[src/rtl/i2s_sample_rx.sv]
// I2S single-channel receiver: synchronises bclk/lrclk/sdata into clk, deserialises
// one channel MSB-first into WIDTH-bit words and flags frames that end early.
module i2s_sample_rx #(
   parameter int WIDTH       = 16,
   parameter int SYNC_STAGES = 2,
   parameter int CHANNEL     = 0
) (
   input  logic             clk,
   input  logic             reset,
   input  logic             enable,
   input  logic             i2s_bclk,
   input  logic             i2s_lrclk,
   input  logic             i2s_sdata,
   output logic [WIDTH-1:0] SampleIn,
   output logic             ready,
   output logic             FrameErr,
   output logic [4:0]       BitCount
);

   // Handshake: ready is a one-clk strobe meaning SampleIn changed this cycle;
   // there is no backpressure, so the sink must take SampleIn while ready=1.

   typedef enum logic [2:0] {
      IDLE  = 3'd0,
      DELAY = 3'd1,
      SHIFT = 3'd2,
      DONE  = 3'd3,
      HOLD  = 3'd4
   } stateT;

   localparam logic       chanLvl = (CHANNEL != 0);
   localparam logic [4:0] lastBit = 5'(WIDTH - 1);
   localparam logic [4:0] fullCnt = 5'(WIDTH);

   logic [SYNC_STAGES-1:0] bclkSync;
   logic [SYNC_STAGES-1:0] lrSync;
   logic [SYNC_STAGES-1:0] dataSync;
   logic                   bclkPrev;
   logic                   tick;
   logic                   lrTick;
   logic                   dataTick;
   logic                   lrPrev;
   logic [WIDTH-1:0]       shiftReg;
   stateT                  state;

   // tick, lrTick and dataTick are registered together so lr and sdata are
   // always the values seen at the same bclk rise.
   always_ff @(posedge clk or negedge reset) begin
      if (!reset) begin
         bclkSync <= '0;
         lrSync   <= '0;
         dataSync <= '0;
         bclkPrev <= 1'b0;
         tick     <= 1'b0;
         lrTick   <= 1'b0;
         dataTick <= 1'b0;
      end else begin
         bclkSync <= {bclkSync[SYNC_STAGES-2:0], i2s_bclk};
         lrSync   <= {lrSync[SYNC_STAGES-2:0], i2s_lrclk};
         dataSync <= {dataSync[SYNC_STAGES-2:0], i2s_sdata};
         bclkPrev <= bclkSync[SYNC_STAGES-1];
         tick     <= ~bclkPrev & bclkSync[SYNC_STAGES-1];
         lrTick   <= lrSync[SYNC_STAGES-1];
         dataTick <= dataSync[SYNC_STAGES-1];
      end
   end

   always_ff @(posedge clk or negedge reset) begin
      if (!reset) begin
         state    <= IDLE;
         shiftReg <= '0;
         SampleIn <= '0;
         ready    <= 1'b0;
         FrameErr <= 1'b0;
         BitCount <= '0;
         lrPrev   <= 1'b0;
      end else begin
         ready    <= 1'b0;
         FrameErr <= 1'b0;
         if (tick) lrPrev <= lrTick;
         if (!enable) begin
            state    <= IDLE;
            BitCount <= '0;
         end else begin
            case (state)
               IDLE: begin
                  if (tick && (lrTick != lrPrev) && (lrTick == chanLvl))
                     state <= DELAY;
               end
               DELAY: begin
                  if (tick) begin
                     shiftReg <= {shiftReg[WIDTH-2:0], dataTick};
                     BitCount <= 5'd1;
                     state    <= SHIFT;
                  end
               end
               SHIFT: begin
                  if (tick) begin
                     // The LSB slot may already sit after the lrclk edge, so the
                     // final bit is taken regardless of lr.
                     if (BitCount == lastBit) begin
                        shiftReg <= {shiftReg[WIDTH-2:0], dataTick};
                        BitCount <= fullCnt;
                        state    <= DONE;
                     end else if (lrTick != chanLvl) begin
                        FrameErr <= 1'b1;
                        BitCount <= '0;
                        state    <= IDLE;
                     end else begin
                        shiftReg <= {shiftReg[WIDTH-2:0], dataTick};
                        BitCount <= BitCount + 5'd1;
                     end
                  end
               end
               DONE: begin
                  SampleIn <= shiftReg;
                  ready    <= 1'b1;
                  state    <= HOLD;
               end
               HOLD: begin
                  if (tick && (lrTick != chanLvl)) begin
                     BitCount <= '0;
                     state    <= IDLE;
                  end
               end
               default: state <= IDLE;
            endcase
         end
      end
   end

endmodule

[config.mk]
export PLATFORM = sky130hd
export DESIGN_NAME = i2s_sample_rx
export DESIGN_NICKNAME = d
export VERILOG_FILES = /design/src/rtl/i2s_sample_rx.sv
export SDC_FILE = /design/constraint.sdc
export NUM_CORES = 1
export LEC_CHECK = 0
export BUFFER_PORTS_ARGS = -buffer_cell sky130_fd_sc_hd__buf_4
export CAP_MARGIN = 5
export CELL_PAD_IN_SITES_DETAIL_PLACEMENT = 0
export CELL_PAD_IN_SITES_GLOBAL_PLACEMENT = 1
export CORE_MARGIN = 2
export CORE_UTILIZATION = 45
export CTS_CLUSTER_SIZE = 25
export DETAILED_ROUTE_END_ITERATION = 7
export PLACE_DENSITY = 0.75
export SYNTH_ARGS = -nofsm -noshare
export SYNTH_HDL_FRONTEND = slang
export SYNTH_SLANG_ARGS = --single-unit
[constraint.sdc]
create_clock -name clk -period 3.6 [get_ports clk]
set_input_delay 0.18 -clock clk [delete_from_list [all_inputs] [get_ports clk]]
set_output_delay 0.18 -clock clk [all_outputs]
set_load 0.02 [all_outputs]
==> flow_summary_export.csv <==
group,metric,value,unit
sta,worst_pin_slew,0.651,ns
die,die_w,72.8,µm
cells_and_area,multi_input_area,752,µm²
detailed_routing,ant_nets,0,
detailed_routing,dr_total_vias,1245,
cells_and_area,fin_area,0.00251,mm²
cts,cts.sink_count,53,
die,dieArea,0.00530,mm²
power,netSwitchingFraction,0.221,
worst_setup_path,crit_fanout,16,
worst_setup_path,path_buf_inv,0,
worst_setup_path,cpMostUsedCell,"ha_1",
worst_setup_path,reg2reg_depth,7,
cts,htreeDepth,2,
logic_synthesis,syn_area_per_cell,14.0,µm²
flow_run,maxCapViolations,0,
sta,min_period_over_period,0.647,
min_path,hold_path.startpoint,"enable",
detailed_routing,drc,0,
min_path,worstHoldPathType,"input pin to flop",
worst_setup_path,reg2reg_slack,1.27,ns
logic_synthesis,synth_cells,152,
global_routing,grt_usage,0.138,
logic_synthesis,yosys_register_bits,53,
cts,clk_latency,0.30,ns
logic_synthesis,yosysSeqAreaShare,0.623,
worst_setup_path,slowest_stage,"a21oi_4",
place,port_buffers,28,
power,clkPwrFrac,0.340,
die,fp-row-count,25,
sta,finalHoldViolCount,0,
worst_setup_path,crit_path_end_kind,"flop",
sta,slew_headroom,0.566,
global_routing,grt_pass1_wl,5.58,mm
cts,cts_buffers,5,
sta,timing.fmax,0.429,GHz
min_path,holdPathEnd,"state[2]$_DFFE_PN0P_",
die,ios,29,
cells_and_area,insertedDiodeCount,0,
power,vdd.ir_drop.worst,0.000239,V
die,core_area,0.00463,mm²
worst_setup_path,required,3.79,ns
detailed_routing,drtIter0Drc,71,
sta,fin_setup_tns,0,ns
logic_synthesis,synth.net_count,160,
worst_setup_path,crit_chain,"ha_1, and3_1, ha_1, nand2b_1, nand3b_1, a21oi_4, mux2_2",
sta,setup_viol,0,
place,detailed_place_hpwl,2.21,mm
detailed_routing,firstDrtPassIters,4,
power,sequentialPowerShare,0.618,
place,gp_congestion,0.765,
cells_and_area,synthToLayoutAreaGrowth,17.8,%
sta,fin_worst_skew,0.00865,ns
place,dpl_cell_area,0.00238,mm²
cts,post_cts_buffers,0,
power,power.density,396,mW/mm²
min_path,holdPathStages,2,
power,power_switching,219,µW
detailed_routing,wl_per_cell,13.9,µm
worst_setup_path,path_class,"flop to flop",
die,start_util,0.460,
cells_and_area,nets,195,
die,die-height,72.8,µm
logic_synthesis,yosys_warnings,0,
global_routing,grt_max_degree,54,
cells_and_area,drive_gt1_frac,0.406,
worst_setup_path,reg2reg_to,"shiftReg[5]$_DFFE_PN0P_",
sta,final.min_clock_period,2.33,ns
worst_setup_path,worstReg2RegStart,"BitCount[0]$_DFFE_PN0P_",
global_routing,antenna_found_initial,0,
global_routing,grt_pass1_vias,1256,
cts,cts.clk_slew.worst_paths,0.09,ns
worst_setup_path,crit_path_start_kind,"flop",
power,internal_power,775,µW
sta,final-max-slew-violation-count,0,
worst_setup_path,cp_top_family,"adder cells",
detailed_routing,via_per_inst,5.17,
cts,cts_tree,"built",
worst_setup_path,critical_path_arrival,2.52,ns
worst_setup_path,critPathMaxStageDelay,0.47,ns
sta,rsz0062_at_grt,"false",
cts,root_buffer,"clkbuf_8",
logic_synthesis,synth_area,0.00213,mm²
global_routing,grt.overflow.total,0,
status,status,"finished, final reports clean",
cts,cts_buffer_depth,2,
logic_synthesis,ys_types,35,
cells_and_area,ff_latch_area,0.00133,mm²
cells_and_area,fill_cells,403,
detailed_routing,wirelength,3.34,mm
power,power.leakage,0.00126,µW
power,comb_power_share,0.042,
## Yosys cell counts, drive strengths merged
master | n | area share
and3 | 1 | 0.0029
nor4 | 1 | 0.0029
and2 | 1 | 0.0029
nand3b | 1 | 0.0035
or2b | 1 | 0.0041
o31ai | 2 | 0.0070
o41ai | 1 | 0.0041
a21oi | 4 | 0.015
mux2 | 32 | 0.17
nand3 | 6 | 0.016
a22oi | 1 | 0.0035
nand2 | 9 | 0.016
nand2b | 4 | 0.013
o22ai | 1 | 0.0029
o311ai | 1 | 0.012
and4b | 1 | 0.0053
o21ai | 4 | 0.0094
inv | 6 | 0.011
nor2b | 2 | 0.0059
o21a | 1 | 0.0035
o211ai | 2 | 0.0094
dfrtp | 53 | 0.62
nor2 | 6 | 0.011
ha | 2 | 0.012
and3b | 1 | 0.0047
buf | 4 | 0.014
or4b | 1 | 0.0047
and2b | 3 | 0.012
## worst reg2reg max path, stage by stage, from the launching register on
cell      delay [ns]
dfrtp_1         0.43
ha_1            0.22
and3_1          0.16
ha_1            0.28
nand2b_1        0.14
nand3b_1        0.12
a21oi_4         0.47
mux2_2          0.40
## metal layers
metal,vias up,GRT usage,part of all wire
met5,-,0,0
met4,0,0.0535,0.014
met3,7,0.0442,0.047
met2,27,0.217,0.46
met1,614,0.177,0.48
li1,597,-,-
## worst max-delay path by stage
stage                                  startpoint  cells after the start  slack [ns]                        to
after global placement    BitCount[0]$_DFFE_PN0P_                      7        1.36  shiftReg[12]$_DFFE_PN0P_
after floorplan           BitCount[0]$_DFFE_PN0P_                      8        1.40  shiftReg[10]$_DFFE_PN0P_
after detailed placement  BitCount[0]$_DFFE_PN0P_                      7        1.29   shiftReg[5]$_DFFE_PN0P_
after CTS                 BitCount[0]$_DFFE_PN0P_                      7        1.25   shiftReg[5]$_DFFE_PN0P_
final                     BitCount[0]$_DFFE_PN0P_                      7        1.27   shiftReg[5]$_DFFE_PN0P_
after global routing      BitCount[0]$_DFFE_PN0P_                      7        1.07   shiftReg[3]$_DFFE_PN0P_
## power groups by stage
stage / sequential [µW] / clock (µW) / combinational (µW)
2_1_floorplan: 625 / 0 / 17.3
3_3_place_gp: 626 / 0 / 39.1
3_5_place_dp: 626 / 0 / 39.9
4_1_cts: 614 / 347 / 43.4
5_1_grt: 617 / 369 / 47.3
6_report: 614 / 338 / 41.8
## final cells by class
class	count	area share
inverters	6	0.00898
multi-input cells	89	0.300
clock buffers	6	0.0329
repair buffers	32	0.0998
well taps	54	0.0269
clock inverters	1	0.00299
flip-flops and latches	53	0.529
## cells in the final DEF, fill, tap and decap left out
cell,instances
dfrtp_1,53
mux2_2,30
buf_4,28
nand2_1,9
inv_1,6
nor2_1,6
clkbuf_8,6
nand3_1,5
o21ai_0,4
dlygate4sd3_1,4
and2b_2,3
nand2b_1,3
a21oi_1,3
nor2b_1,2
o31ai_1,2
mux2_1,2
ha_1,2
and3_1,1
nand3_2,1
nor4_1,1
and4b_2,1
and3b_2,1
o211ai_2,1
o311ai_4,1
or4b_1,1
o22ai_1,1
or2b_2,1
and2_1,1
o211ai_1,1
nand2b_2,1
o21a_1,1
o41ai_1,1
nand3b_1,1
a21oi_4,1
a22oi_1,1
clkinvlp_4,1
## registers in the layout, indices dropped and copies added, names as in the netlist
| name | flops |
|---|---|
| BitCount | 5 |
| FrameErr | 1 |
| SampleIn | 16 |
| bclkPrev | 1 |
| bclkSync | 2 |
| dataSync | 2 |
| dataTick | 1 |
| lrPrev | 1 |
| lrSync | 2 |
| lrTick | 1 |
| ready | 1 |
| shiftReg | 16 |
| state | 3 |
| tick | 1 |
## logic make-up (layout without fill, tap and decap cells)
group           after synthesis  in the layout  share of synthesized area
buf+inv                      10             45                     0.0241
compound gates               17             17                     0.0670
simple gates                 38             38                      0.105
flops                        53             53                      0.623
fa+ha+maj                     2              2                     0.0117
mux                          32             32                      0.169
## through the flow
stage               std cells  utilization  power [µW]  hold slack (ns)  worst slack [ns]
finish                    241        0.542         994            0.155              1.27
global placement          230        0.514         665            0.248              1.36
CTS                       241        0.542        1000            0.148              1.25
global route              241        0.542        1030            0.162              1.07
floorplan                 152            -         642           -0.116              1.40
detailed placement        230        0.514         666            0.258              1.29
## timing repair
action | CTS | global route
hold buffers | 4 | 0
resized for setup | 0 | 0
hold endpoints to repair | 56 | 0
No activity file was read; power rests on OpenSTA's default activity.
